### src/rtl/exec_pkg.sv
// Shared encodings for the EX stage: mul/div ops, forwarding selects,
// ALU controls and the mul/div sequencer states.
package exec_pkg;

  typedef enum logic [1:0] {
    MD_MULTU = 2'b00,
    MD_MULT  = 2'b01,
    MD_DIVU  = 2'b10,
    MD_DIV   = 2'b11
  } md_op_e;

  typedef enum logic [1:0] {
    IDLE = 2'b00,
    RUN  = 2'b01,
    FIX  = 2'b10
  } md_state_e;

  localparam logic [1:0] FWD_REG = 2'b00;
  localparam logic [1:0] FWD_WB  = 2'b01;
  localparam logic [1:0] FWD_MEM = 2'b10;
  localparam logic [1:0] FWD_RSV = 2'b11;

  localparam logic [2:0] ALU_AND = 3'b000;
  localparam logic [2:0] ALU_OR  = 3'b001;
  localparam logic [2:0] ALU_ADD = 3'b010;
  localparam logic [2:0] ALU_SUB = 3'b110;
  localparam logic [2:0] ALU_SLT = 3'b111;

  function automatic logic md_is_div(input md_op_e op);
    return (op == MD_DIVU) || (op == MD_DIV);
  endfunction

  function automatic logic md_is_signed(input md_op_e op);
    return (op == MD_MULT) || (op == MD_DIV);
  endfunction

endpackage

### src/rtl/alu.sv
// Core ALU: and/or/add/sub/set-less-than (signed).
module alu
  import exec_pkg::*;
#(
  parameter int WIDTH = 32
) (
  input  logic [WIDTH-1:0] a,
  input  logic [WIDTH-1:0] b,
  input  logic [2:0]       ctrl,
  output logic [WIDTH-1:0] y
);
  // unused control codes yield zero
  always_comb begin
    case (ctrl)
      ALU_AND: y = a & b;
      ALU_OR:  y = a | b;
      ALU_ADD: y = a + b;
      ALU_SUB: y = a - b;
      ALU_SLT: y = {{(WIDTH-1){1'b0}}, ($signed(a) < $signed(b))};
      default: y = '0;
    endcase
  end
endmodule

### src/rtl/md_unit.sv
// Iterative radix-2 multiply / restoring divide with architectural HI/LO.
// Works on magnitudes for DATA_WIDTH steps, then fixes signs and writes HI/LO.
module md_unit
  import exec_pkg::*;
#(
  parameter int DATA_WIDTH   = 32,
  parameter int MD_CNT_WIDTH = 6
) (
  input  logic                  clk,
  input  logic                  rst_n,
  input  logic                  start,
  input  logic [1:0]            op,
  input  logic [DATA_WIDTH-1:0] a,
  input  logic [DATA_WIDTH-1:0] b,
  output logic                  busy,
  output logic [DATA_WIDTH-1:0] hi,
  output logic [DATA_WIDTH-1:0] lo,
  output logic                  div_zero
);
  localparam int DW = DATA_WIDTH;
  localparam logic [MD_CNT_WIDTH-1:0] LAST_STEP = MD_CNT_WIDTH'(DW - 1);

  md_state_e               state;
  md_op_e                  op_q;
  logic [MD_CNT_WIDTH-1:0] cnt;
  logic                    neg_a, neg_b;
  logic [DW-1:0]           a_q, b_mag, acc_hi, acc_lo;

  // operand magnitudes at acceptance; unsigned ops never negate
  md_op_e        op_in;
  logic          sa, sb;
  logic [DW-1:0] a_mag_in, b_mag_in;
  assign op_in    = md_op_e'(op);
  assign sa       = md_is_signed(op_in) & a[DW-1];
  assign sb       = md_is_signed(op_in) & b[DW-1];
  assign a_mag_in = sa ? -a : a;
  assign b_mag_in = sb ? -b : b;

  // shift-add step: acc_hi accumulates, acc_lo holds the multiplier
  logic [DW:0] mul_sum;
  assign mul_sum = {1'b0, acc_hi} + {1'b0, (acc_lo[0] ? b_mag : {DW{1'b0}})};

  // restoring step: acc_hi is the remainder, acc_lo shifts dividend out / quotient in
  logic [DW:0]   div_shift;
  logic          div_ok;
  logic [DW-1:0] div_rem;
  assign div_shift = {acc_hi, acc_lo[DW-1]};
  assign div_ok    = div_shift >= {1'b0, b_mag};
  assign div_rem   = div_shift[DW-1:0] - b_mag;

  // sign correction; MIN/-1 falls out naturally as MIN since -MIN wraps to MIN
  logic [2*DW-1:0] prod, prod_s;
  logic [DW-1:0]   quo_s, rem_s;
  assign prod   = {acc_hi, acc_lo};
  assign prod_s = (neg_a ^ neg_b) ? -prod : prod;
  assign quo_s  = (neg_a ^ neg_b) ? -acc_lo : acc_lo;
  assign rem_s  = neg_a ? -acc_hi : acc_hi;

  assign busy = (state != IDLE);

  // sequencer: IDLE accepts, RUN iterates DW times, FIX commits HI/LO
  always_ff @(posedge clk) begin
    if (!rst_n) begin
      state    <= IDLE;
      op_q     <= MD_MULTU;
      cnt      <= '0;
      neg_a    <= 1'b0;
      neg_b    <= 1'b0;
      a_q      <= '0;
      b_mag    <= '0;
      acc_hi   <= '0;
      acc_lo   <= '0;
      hi       <= '0;
      lo       <= '0;
      div_zero <= 1'b0;
    end else begin
      div_zero <= 1'b0;
      case (state)
        IDLE: begin
          if (start) begin
            state  <= RUN;
            op_q   <= op_in;
            cnt    <= '0;
            neg_a  <= sa;
            neg_b  <= sb;
            a_q    <= a;
            b_mag  <= b_mag_in;
            acc_hi <= '0;
            acc_lo <= a_mag_in;
          end
        end
        RUN: begin
          cnt <= cnt + 1'b1;
          if (!md_is_div(op_q)) begin
            acc_hi <= mul_sum[DW:1];
            acc_lo <= {mul_sum[0], acc_lo[DW-1:1]};
          end else if (div_ok) begin
            acc_hi <= div_rem;
            acc_lo <= {acc_lo[DW-2:0], 1'b1};
          end else begin
            acc_hi <= div_shift[DW-1:0];
            acc_lo <= {acc_lo[DW-2:0], 1'b0};
          end
          if (cnt == LAST_STEP) state <= FIX;
        end
        FIX: begin
          state <= IDLE;
          if (!md_is_div(op_q)) begin
            {hi, lo} <= prod_s;
          end else if (b_mag == '0) begin
            hi       <= a_q;
            lo       <= '1;
            div_zero <= 1'b1;
          end else begin
            hi <= rem_s;
            lo <= quo_s;
          end
        end
        default: state <= IDLE;
      endcase
    end
  end
endmodule

### src/rtl/mux_2_to_1.sv
// Two-input word mux.
module mux_2_to_1 #(
  parameter int WIDTH = 32
) (
  input  logic             sel,
  input  logic [WIDTH-1:0] d0,
  input  logic [WIDTH-1:0] d1,
  output logic [WIDTH-1:0] y
);
  assign y = sel ? d1 : d0;
endmodule

### src/rtl/mux_4_to_1.sv
// Four-input word mux.
module mux_4_to_1 #(
  parameter int WIDTH = 32
) (
  input  logic [1:0]       sel,
  input  logic [WIDTH-1:0] d0,
  input  logic [WIDTH-1:0] d1,
  input  logic [WIDTH-1:0] d2,
  input  logic [WIDTH-1:0] d3,
  output logic [WIDTH-1:0] y
);
  // plain select; all four legs are real data
  always_comb begin
    case (sel)
      2'b00:   y = d0;
      2'b01:   y = d1;
      2'b10:   y = d2;
      default: y = d3;
    endcase
  end
endmodule

### src/rtl/execute_stage_md.sv
// EX stage: forwarding muxes, ALU, RegDst/ALUSrc selection, plus the
// mul/div unit with HI/LO readout and the stall request for HI/LO hazards.
module execute_stage_md
  import exec_pkg::*;
#(
  parameter int DATA_WIDTH    = 32,
  parameter int RF_ADDR_WIDTH = 5,
  parameter int MD_CNT_WIDTH  = 6
) (
  input  logic                     i_CLK,
  input  logic                     i_RST_n,
  input  logic [DATA_WIDTH-1:0]    i_SrcAE,
  input  logic [DATA_WIDTH-1:0]    i_SrcBE,
  input  logic [DATA_WIDTH-1:0]    i_ResultW,
  input  logic [DATA_WIDTH-1:0]    i_ALUOutM,
  input  logic [DATA_WIDTH-1:0]    i_SignImmE,
  input  logic [2:0]               i_ALUControlE,
  input  logic [1:0]               i_ForwardAE,
  input  logic [1:0]               i_ForwardBE,
  input  logic                     i_ALUSrcE,
  input  logic                     i_RegDstE,
  input  logic [RF_ADDR_WIDTH-1:0] i_RtE,
  input  logic [RF_ADDR_WIDTH-1:0] i_RdE,
  input  logic                     i_MDStartE,
  input  logic [1:0]               i_MDOpE,
  input  logic                     i_MFHiE,
  input  logic                     i_MFLoE,
  output logic [RF_ADDR_WIDTH-1:0] o_WriteRegE,
  output logic [DATA_WIDTH-1:0]    o_WriteDataE,
  output logic [DATA_WIDTH-1:0]    o_ALUOutE,
  output logic                     o_MDStallE,
  output logic                     o_DivZeroE
);
  logic [DATA_WIDTH-1:0] src_a, src_b, alu_y, hi, lo;
  logic                  md_busy;

  // reserved forward code 11 falls back to the register operand
  mux_4_to_1 #(.WIDTH(DATA_WIDTH)) u_fwd_a (
    .sel(i_ForwardAE), .d0(i_SrcAE), .d1(i_ResultW), .d2(i_ALUOutM), .d3(i_SrcAE), .y(src_a)
  );

  mux_4_to_1 #(.WIDTH(DATA_WIDTH)) u_fwd_b (
    .sel(i_ForwardBE), .d0(i_SrcBE), .d1(i_ResultW), .d2(i_ALUOutM), .d3(i_SrcBE), .y(o_WriteDataE)
  );

  mux_2_to_1 #(.WIDTH(DATA_WIDTH)) u_alusrc (
    .sel(i_ALUSrcE), .d0(o_WriteDataE), .d1(i_SignImmE), .y(src_b)
  );

  mux_2_to_1 #(.WIDTH(RF_ADDR_WIDTH)) u_regdst (
    .sel(i_RegDstE), .d0(i_RtE), .d1(i_RdE), .y(o_WriteRegE)
  );

  alu #(.WIDTH(DATA_WIDTH)) u_alu (
    .a(src_a), .b(src_b), .ctrl(i_ALUControlE), .y(alu_y)
  );

  // only HI/LO consumers and a second mul/div wait on a busy unit
  assign o_MDStallE = md_busy & (i_MDStartE | i_MFHiE | i_MFLoE);

  md_unit #(.DATA_WIDTH(DATA_WIDTH), .MD_CNT_WIDTH(MD_CNT_WIDTH)) u_md (
    .clk     (i_CLK),
    .rst_n   (i_RST_n),
    .start   (i_MDStartE & ~o_MDStallE),
    .op      (i_MDOpE),
    .a       (src_a),
    .b       (o_WriteDataE),
    .busy    (md_busy),
    .hi      (hi),
    .lo      (lo),
    .div_zero(o_DivZeroE)
  );

  assign o_ALUOutE = i_MFHiE ? hi : (i_MFLoE ? lo : alu_y);
endmodule
### config.mk
export PLATFORM = sky130hd
export DESIGN_NAME = execute_stage_md
export DESIGN_NICKNAME = d
export VERILOG_FILES = /design/src/rtl/exec_pkg.sv /design/src/rtl/alu.sv /design/src/rtl/md_unit.sv /design/src/rtl/mux_2_to_1.sv /design/src/rtl/mux_4_to_1.sv /design/src/rtl/execute_stage_md.sv
export SDC_FILE = /design/constraint.sdc
export NUM_CORES = 1
export LEC_CHECK = 0
export CAP_MARGIN = 20
export CELL_PAD_IN_SITES_DETAIL_PLACEMENT = 0
export CELL_PAD_IN_SITES_GLOBAL_PLACEMENT = 1
export CORE_UTILIZATION = 43
export DETAILED_ROUTE_END_ITERATION = 7
export HOLD_SLACK_MARGIN = 0.12
export PLACE_DENSITY = 0.91
export SETUP_SLACK_MARGIN = 0.3
export SYNTH_ARGS = -nofsm -noshare
export SYNTH_HDL_FRONTEND = slang
export SYNTH_HIERARCHICAL = 1
export SYNTH_SLANG_ARGS = --single-unit
export TNS_END_PERCENT = 1
### constraint.sdc
create_clock -name i_CLK -period 12.8 [get_ports i_CLK]
set_clock_uncertainty 0.05 [all_clocks]
set_input_delay 3.84 -clock i_CLK [delete_from_list [all_inputs] [get_ports i_CLK]]
set_output_delay 3.84 -clock i_CLK [all_outputs]
set_load 0.02 [all_outputs]
# == After elaboration in Yosys (flattened, before gate mapping) ==
# Cells that the tools add are included.
# word_totals
regBits,205
inputBits,186
out_inout_bits,71
wordCells,93
# classes
add_sub_neg,10
magnitude_cmp,2
n_eq_ne,17
muxes,31
n_bitwise,10
n_reduce_logical,11
# op_table
cell,count
two-way mux 32 bit,17
one-hot mux 32 bit (2 select lines),4
one-hot mux 32 bit (5 select lines),1
negation 32 bit,4
two-way mux 64 bit,1
negation 64 bit,1
subtractor 32 bit,2
adder 32 x 32 -> 33 bit,1
greater-or-equal comparator 33 x 32 -> 1 bit,1
adder 32 bit,1
bitwise AND 32 bit,1
zero test 32 bit,1
less-than comparator 32 bit,1
OR 32 bit,1
== test 2 bit (second input constant),6
one-hot mux 6 bit (2 select lines),1
== test 2 x 1 -> 1 bit (second input constant),4
adder 6 x 1 -> 6 bit (second input constant),1
== test 3 bit (second input constant),2
== test 6 x 5 -> 1 bit (second input constant),1
two-way mux 6 bit,1
AND reduction 2 bit,3
two-way mux 5 bit,1
bitwise AND 1 bit,4
other kinds (14),20

# == Depth between registers and ports, before layout ==
# Gate-level depths: netlist of run 1.
# depth
ltp_word,7
depth_mapped,18
depth_no_buf,15

# == By module ==
# The synthesis of run 1 kept the hierarchy.
# modules_own_cells
module,n_inst,cells_per_inst,area_each_um2,seq_area_each_um2
md_unit,1,2148,15837.7,4083.9
alu,1,707,4685.7,0.0
mux_4_to_1,2,39,814.5,0.0
execute_stage_md,1,109,705.7,0.0
mux_2_to_1 at u_alusrc,1,36,544.3,0.0
mux_2_to_1 at u_regdst,1,5,56.3,0.0

# == Worst setup path before layout of run 1 ==
# No wires, ideal clock.
# synth_timing
path_kind,input to output
from,input i_ForwardBE[0]
to,output o_ALUOutE[30]
arrival_ps,7896
required_time_ps,8910
setup_slack_ps,1014
cell_stages,17
n_path_buf,2
cell_sequence,buf_6 > buf_12 > mux4_2 > mux2_4 > ha_1 > fa_1 > a211o_1 > a21oi_2 > a2bb2oi_1 > a311o_1 > a22o_4 > a211oi_2 > o31ai_1 > mux2i_1 > or2_1 > mux2i_1 > o21ai_0
# synth_via
elab_chain_len,7
word_cells_on_any_way,11
cone_classes,2 x add/sub; 2 x eq/ne; 5 x mux; 2 x bitwise
# synth_rtl
element,line_no,rtl
start: declaration,execute_stage_md.sv:19,"input logic [1:0] i_ForwardBE,"
== test 2 bit / == test 2 x 1 -> 1 bit (equally long branches),mux_4_to_1.sv:14,case (sel)
one-hot mux 32 bit (2 select lines) *,mux_4_to_1.sv:14,
named net o_WriteDataE[0],execute_stage_md.sv:29,"output logic [DATA_WIDTH-1:0] o_WriteDataE,"
two-way mux 32 bit *,mux_2_to_1.sv:10,assign y = sel ? d1 : d0;
named net src_b[0],execute_stage_md.sv:34,"logic [DATA_WIDTH-1:0] src_a, src_b, alu_y, hi, lo;"
subtractor 32 bit / adder 32 bit (equally long branches),"alu.sv:18, alu.sv:17",
one-hot mux 32 bit (5 select lines) *,alu.sv:14,case (ctrl)
named net alu_y[30],execute_stage_md.sv:34,
two-way mux 32 bit * (2 in series),execute_stage_md.sv:74,assign o_ALUOutE = i_MFHiE ? hi : (i_MFLoE ? lo : alu_y);
end: declaration,execute_stage_md.sv:30,"output logic [DATA_WIDTH-1:0] o_ALUOutE,"
# Mark *: on every way through the listed nets, which the timed path passes. The rest lies on a longest branch.

# == Worst setup path after layout of run 1 ==
# layout_timing
from,input i_SrcBE[0]
to,output o_ALUOutE[18]
# layout_via
elab_chain_len,6
word_cells_on_any_way,7
cone_classes,2 x add/sub; 5 x mux
# layout_rtl
element,line_no,rtl
start: declaration,execute_stage_md.sv:13,"input logic [DATA_WIDTH-1:0] i_SrcBE,"
one-hot mux 32 bit (2 select lines) *,mux_4_to_1.sv:14,
two-way mux 32 bit *,mux_2_to_1.sv:10,
named net src_b[0],execute_stage_md.sv:34,
subtractor 32 bit / adder 32 bit (equally long branches),"alu.sv:18, alu.sv:17",
one-hot mux 32 bit (5 select lines) *,alu.sv:14,
named net alu_y[18],execute_stage_md.sv:34,
two-way mux 32 bit * (2 in series),execute_stage_md.sv:74,
# Marked as above.

==> results.yml, run 1 <==
run_status:
  status: "finished clean"
worst_setup_path:
  worstReg2RegStart: "u_md/acc_lo[0]$_SDFFE_PN0P_"
  cp-start-kind: "primary input"
  critical_path.slowest_cell: "clkdlybuf4s50_1"
  cp.buffers_inverters: 3
  worstPathArrival_ns: 8.80
  cp_common_cell: "clkdlybuf4s50_1"
  crit_path_max_incr_delay_ns: 0.68
  reg2reg_depth: 12
  crit_path_cell_trace: "clkdlybuf4s50_1, mux4_2, mux2_4, ha_1, fa_1, o21bai_1, o211ai_1, a32oi_1, a21oi_2, o311ai_1, nand2_1, o31a_1, xnor2_1, o21ai_0, buf_4, mux2i_1, o21ai_1, clkdlybuf4s50_1"
  cp_data_required_time_ns: 8.91
  crit_path_max_fanout: 4
  setup.worst_path.end_class: "output port"
  reg2reg_capture_point: "u_md/hi[28]$_SDFFE_PN0P_"
  critPathTopFamily: "compound AO/OA/AOI/OAI gates"
  ff2ff_setup_slack_ns: 8.11
  critical_path_class: "in -> out"
synth:
  synth.distinct_cells: 98
  number_of_nets_produced_by_synthesis: 3440
  syn_area_um2: 23460
  synth_area_leaders: "dfxtp_1, ha_1, nand2_1, mux4_2, a21oi_1"
  primary_flip_flop_cell_chosen_by_synthesis_mapping: "dfxtp_1"
  yosysWarnings: 6
  yosys.area.top_type_share_pct: 17.41
  synth.ff_latch_count: 204
  yosysTopAreaCell: "dfxtp_1"
  synthesis.instances: 3083
  mapped_avg_cell_area_um2: 7.609
  synth-edff-count: 0
  synth.yosys.seq_area_share_pct: 17.41
  synth_async_sr_flop_share_pct: 0
clocking:
  cts-htree-levels: 1
  ctsRootBufferMaster: "clkbuf_16"
  cts_tree: "built"
  clk_pin_slew_ns: 0.06
  post-cts-setup-buffers: 0
  numCtsBuffers: 24
  clock_latency_ns: 0.54
  cts_buffer_depth: 3
  clock_sinks: 204
  holdBufCountCts: 0
final_layout:
  mostFrequentLayoutCells: "nand2_1, clkdlybuf4s50_1, a21oi_1"
  synthToLayoutAreaGrowth_pct: 19.67
  final_common_cell: "nand2_1"
  final_net_count: 3663
  drive_above_1_share_pct: 11.50
  number_of_cells_in_the_finished_layout_apart_from_fillers: 4022
  post-route-util_pct: 52.17
power_and_ir_drop:
  worst_ir_drop_vdd_uv: 86.75
  power.total_w: 0.002821
  p_leak_nw: 12.05
  power.density_nw_per_um2: 100.5
route:
  postRouteWirelength_um: 91940
  initial_drt_pass_iterations: 8
  dr.first_iter.drc_count: 2751
  drt-vias-per-instance: 6.126
  dr_total_vias: 24639
  drc: 0
  ant_nets: 0
  detail_route.wl_per_cell_um: 22.86
worst_hold_path:
  hold_depth: 2
  hold-path-endpoint: "u_md/hi[31]$_SDFFE_PN0P_"
  hold_path.class: "reg -> reg"
  holdCritStartpoint: "u_md/hi[31]$_SDFFE_PN0P_"
floorplanning:
  dieHeight_um: 235.6
  io-pin-count: 257
  die_w_um: 235.6
  rows: 85
  design.die.area_um2: 55490
  floorplan.initialDensity_pct: 43.59
  core_area_um2: 53810
place:
  place_congestion: 1.021
  detailedPlacementHpwl_um: 72350
  placed_insts: 3976
  placement.io_buffers: 256
global_routing:
  grt_pass1_vias: 22638
  grt_first_pass_wirelength_um: 138600
  grt_antenna_before_repair: 5
  grt_max_degree: 104
  grt-ovfl-total: 0
  globalRouteTotalUtil_pct: 31.97
sta:
  timing.slew.headroom_pct: 27.80
  grt_setup_unrepaired: "yes"
  final-setup-viol-count: 0
  period_minus_slack_ns: 12.69
  final.period_utilization_pct: 99.12
  slew_violations: 0
  timing.fmax_mhz: 78.82
  hold_violations_final: 0
  worst_slew_pin_slew_ns: 1.083
  timing.hold.ws_ns: 0.4043
run:
  max_cap_viol_count: 0
==> flip-flops by register name, summed over array words and instances (netlist names) <==
name,cells
u_md/acc_lo,32
u_md/state,2
u_md/neg_b,1
u_md/acc_hi,32
u_md/lo,32
u_md/b_mag,32
u_md/div_zero,1
u_md/op_q,1
u_md/neg_a,1
u_md/a_q,32
u_md/cnt,6
u_md/hi,32
==> where the power goes <==
| group | total (W) | switching (W) | internal (W) |
|---|---|---|---|
| clock | 0.000713 | 0.000287 | 0.000426 |
| combinational | 0.00138 | 0.000803 | 0.000573 |
| sequential | 0.000731 | 0.0000589 | 0.000672 |
==> worst max-delay path by stage <==
stage / to / startpoint / cells past startpoint / slack (ns)
floorplan: o_ALUOutE[30] / i_ForwardBE[0] / 17 / 1.01
global placement: o_ALUOutE[29] / i_ForwardBE[1] / 20 / -0.14
detailed placement: o_ALUOutE[29] / i_ForwardBE[1] / 19 / -0.12
CTS: o_ALUOutE[16] / i_SrcBE[0] / 18 / 0.05
global route: o_ALUOutE[0] / i_ForwardBE[1] / 20 / -0.004
finish: o_ALUOutE[18] / i_SrcBE[0] / 18 / 0.11
==> what timing repair did <==
action,4_1_cts,5_1_grt
setup endpoints to repair,19,24
pin swaps,0,2
gates resized for setup,9,45
==> cells by family (layout without fill, tap and decap cells) <==
kind of cell	count (synthesis)	count (layout)	synth area share (%)
multiplexers	182	182	11.93
buffers and inverters	395	635	7.440
XOR/XNOR	206	206	7.691
AND/OR/NAND/NOR	946	946	18.94
AO/OA/AOI/OAI	979	979	27.34
adder cells (fa/ha/maj)	171	171	9.248
flip-flops	204	204	17.41
other	0	3	0
==> stage by stage <==
stage | area (um2) | TNS (ns) | setup slack [ns]
after CTS | 27930 | 0 | 0.05137
final | 28070 | 0 | 0.1122
after global routing | 28070 | -0.004264 | -0.003711
after floorplan | 23460 | 0 | 1.014
after global placement | 27100 | -0.1388 | -0.1388
after detailed placement | 27100 | -0.2063 | -0.1242
==> synthesized netlist by cell type (35+ instances only) <==
| cell | instances |
|---|---|
| nor3_1 | 44 |
| a21o_1 | 45 |
| a21boi_0 | 49 |
| o21ai_0 | 200 |
| xnor2_1 | 115 |
| o31ai_1 | 37 |
| nor2b_1 | 36 |
| nand2_1 | 395 |
| ha_1 | 167 |
| clkbuf_1 | 165 |
| o211ai_1 | 70 |
| inv_1 | 170 |
| and3_1 | 51 |
| nand3_1 | 56 |
| dfxtp_1 | 204 |
| xor2_1 | 91 |
| o211a_1 | 35 |
| o21ai_1 | 51 |
| nor2_1 | 198 |
| mux4_2 | 60 |
| a21oi_1 | 227 |
| mux2i_1 | 79 |
==> worst reg2reg max path: stages, from the launching register on <==
cell and delay, ns:
dfxtp_1 0.37, inv_1 0.60, buf_4 0.38, ha_1 0.24, or4b_1 0.58, nor2_1 0.44
and3_1 0.31, nor4b_2 0.70, nand3_1 0.26, o21ai_1 0.21, o21ai_1 0.08, a211o_1 0.31
a21boi_2 0.11
==> final cells by class <==
class	instances	area [um2]
Clock buffer	38	724.4
Clock inverter	5	77.57
Antenna cell	3	7.507
Sequential cell	204	4088
Fill cell	5281	25740
Tap cell	696	870.8
Multi-Input combinational cell	2484	17820
Timing Repair Buffer	422	3849
Inverter	170	638.1
==> per-layer routing <==
layer | track usage (%) | wire, um | vias to the layer above
li1 | - | - | 11627
met5 | 0 | 0 | -
met2 | 49.25 | 39780 | 1253
met3 | 5.077 | 8433 | 158
met1 | 44.40 | 39790 | 11601
met4 | 12.70 | 3942 | 0
Note: power is estimated with default switching activity, not from simulation.
==> run 2: changes to the inputs <==
--- a/config.mk
+++ b/config.mk
@@ -11,7 +11,7 @@
 export CORE_UTILIZATION = 43
 export DETAILED_ROUTE_END_ITERATION = 7
 export HOLD_SLACK_MARGIN = 0.12
-export PLACE_DENSITY = 0.91
+export PLACE_DENSITY = 0.93
 export SETUP_SLACK_MARGIN = 0.3
 export SYNTH_ARGS = -nofsm -noshare
 export SYNTH_HDL_FRONTEND = slang
==> run 2 against run 1 <==
Worst hold slack barely moved. Global-route usage rose by 0.40 points. Utilization fell by 0.37 points. Largest power group unchanged. Final cell count fell by 0.87%. Register-to-register slack improved by 0.53 ns. First-iteration DRC count rose by 2.8%.
==> results.yml, run 2 (synthesis gave the netlist of run 1 again) <==
worst_setup_path:
  crit_path_cell_trace: "clkdlybuf4s50_1, mux4_2, mux2_4, ha_1, fa_1, a211o_1, a21oi_2, a2bb2oi_1, a311o_1, nand2_1, a21oi_1, o31a_1, xnor2_1, o21ai_1, buf_4, mux2i_1, o21ai_1, buf_4, clkdlybuf4s50_1"
  crit_path_max_fanout: 5
  cp.buffers_inverters: 4
  critical_path.slowest_cell: "clkdlybuf4s50_1"
  worstPathArrival_ns: 8.71
  critical_path_class: "in -> out"
  crit_path_max_incr_delay_ns: 0.60
  critPathTopFamily: "compound AO/OA/AOI/OAI gates"
  setup.worst_path.end_class: "output port"
  cp_data_required_time_ns: 8.91
  cp-start-kind: "primary input"
route:
  detail_route.wl_per_cell_um: 23.28
  drc: 0
  postRouteWirelength_um: 92820
  dr_total_vias: 24665
  initial_drt_pass_iterations: 6
  ant_nets: 0
  dr.first_iter.drc_count: 2828
  drt-vias-per-instance: 6.186
final_layout:
  drive_above_1_share_pct: 10.91
  post-route-util_pct: 51.79
  multi_input_comb_area_um2: 17810
  n_antenna_cell: 0
  fillCellCount: 5248
  number_of_cells_in_the_finished_layout_apart_from_fillers: 3987
  register_area_um2: 4088
  final_common_cell: "nand2_1"
  mostFrequentLayoutCells: "nand2_1, clkdlybuf4s50_1, a21oi_1"
  synthToLayoutAreaGrowth_pct: 18.82
  final_net_count: 3631
global_routing:
  grt_pass1_vias: 22700
  grt-ovfl-total: 0
  grt_antenna_before_repair: 1
  globalRouteTotalUtil_pct: 32.37
  grt_first_pass_wirelength_um: 140100
  grt_max_degree: 87
clocking:
  cts_buffer_depth: 3
  ctsRootBufferMaster: "clkbuf_16"
  clock_sinks: 204
  cts_tree: "built"
  clk_pin_slew_ns: 0.06
  cts-htree-levels: 1
  holdBufCountCts: 0
  clock_latency_ns: 0.54
  numCtsBuffers: 24
sta:
  grt_setup_unrepaired: "yes"
  period_minus_slack_ns: 12.60
  final-setup-viol-count: 0
  timing.slew.headroom_pct: 24.97
  final.period_utilization_pct: 98.47
  worst_slew_pin_slew_ns: 1.125
  fin_tns_setup_ns: 0
  slew_violations: 0
  timing.hold.ws_ns: 0.4044
  timing.fmax_mhz: 79.34
  hold_violations_final: 0
place:
  detailedPlacementHpwl_um: 72680
  placed_insts: 3943
  place_congestion: 0.9784
  placement.io_buffers: 256
floorplanning:
  io-pin-count: 257
  dieHeight_um: 235.6
  rows: 85
  core_area_um2: 53810
  floorplan.initialDensity_pct: 43.59
  die_w_um: 235.6
  design.die.area_um2: 55490
power_and_ir_drop:
  power.density_nw_per_um2: 102.6
  worst_ir_drop_vdd_uv: 87.29
  p_leak_nw: 11.90
  power.total_w: 0.002860
run_status:
  status: "finished clean"
run:
  max_cap_viol_count: 0
worst_hold_path:
  hold_path.class: "reg -> reg"
==> run 2: path summary, 6_finish.rpt <==
check	end	slack [ns]	start	cells past startpoint
setup / recovery	o_ALUOutE[18]	0.20	i_ResultW[0]	19
hold reg to reg	u_md/hi[31]$_SDFFE_PN0P_	0.40	u_md/hi[31]$_SDFFE_PN0P_	2
hold / removal	u_md/hi[31]$_SDFFE_PN0P_	0.40	u_md/hi[31]$_SDFFE_PN0P_	2
setup reg to reg	u_md/acc_hi[31]$_SDFFE_PN0P_	8.64	u_md/acc_lo[0]$_SDFFE_PN0P_	14
==> run 2: worst register-to-register path, stage by stage (launching register included) <==
cell and delay [ns]:
dfxtp_1 0.38, inv_1 0.09, buf_4 0.36, nor2_1 0.10, ha_1 0.34, and2_1 0.20
or4_1 0.46, o211ai_1 0.28, a41o_1 0.35, nor2_1 0.11, o31ai_1 0.48, o21ai_1 0.20
a2111o_1 0.43, o311ai_1 0.10, o31ai_1 0.10
==> run 2: stage by stage <==
step,instance area [um2],worst slack (ns)
detailed placement,26820,-0.09859
finish,27870,0.1956
global route,27870,0.03668
floorplan,23460,1.014
global placement,26820,-0.03427
CTS,27730,0.06545
==> run 2: repair_timing <==
item	in CTS	in global routing
endpoints found under the setup margin	20	24
pin swaps	0	4
resized for setup	8	45
buffers inserted	0	0
==> run 2: metal layers <==
metal / vias to the layer above / part of all wire (%) / track usage (%)
met5: - / 0 / 0
met1: 11759 / 44 / 44.87
met3: 133 / 8.8 / 5.898
li1: 11539 / - / -
met4: 0 / 3.7 / 10.48
met2: 1234 / 43 / 50.44
==> run 2: power by group <==
part / total [W] / switching (W) / internal, W
clock: 0.000769 / 0.000296 / 0.000473
combinational: 0.00136 / 0.000802 / 0.000556
sequential: 0.000734 / 0.0000613 / 0.000672
==> run 2: layout make-up <==
class | instances | share of cell area [%]
sequential | 204 | 14.67
tap | 696 | 3.124
inverter | 170 | 2.289
clock buffer | 29 | 2.406
clock inverter | 14 | 0.7227
multi-input combinational | 2484 | 63.90
timing repair buffer | 390 | 12.89
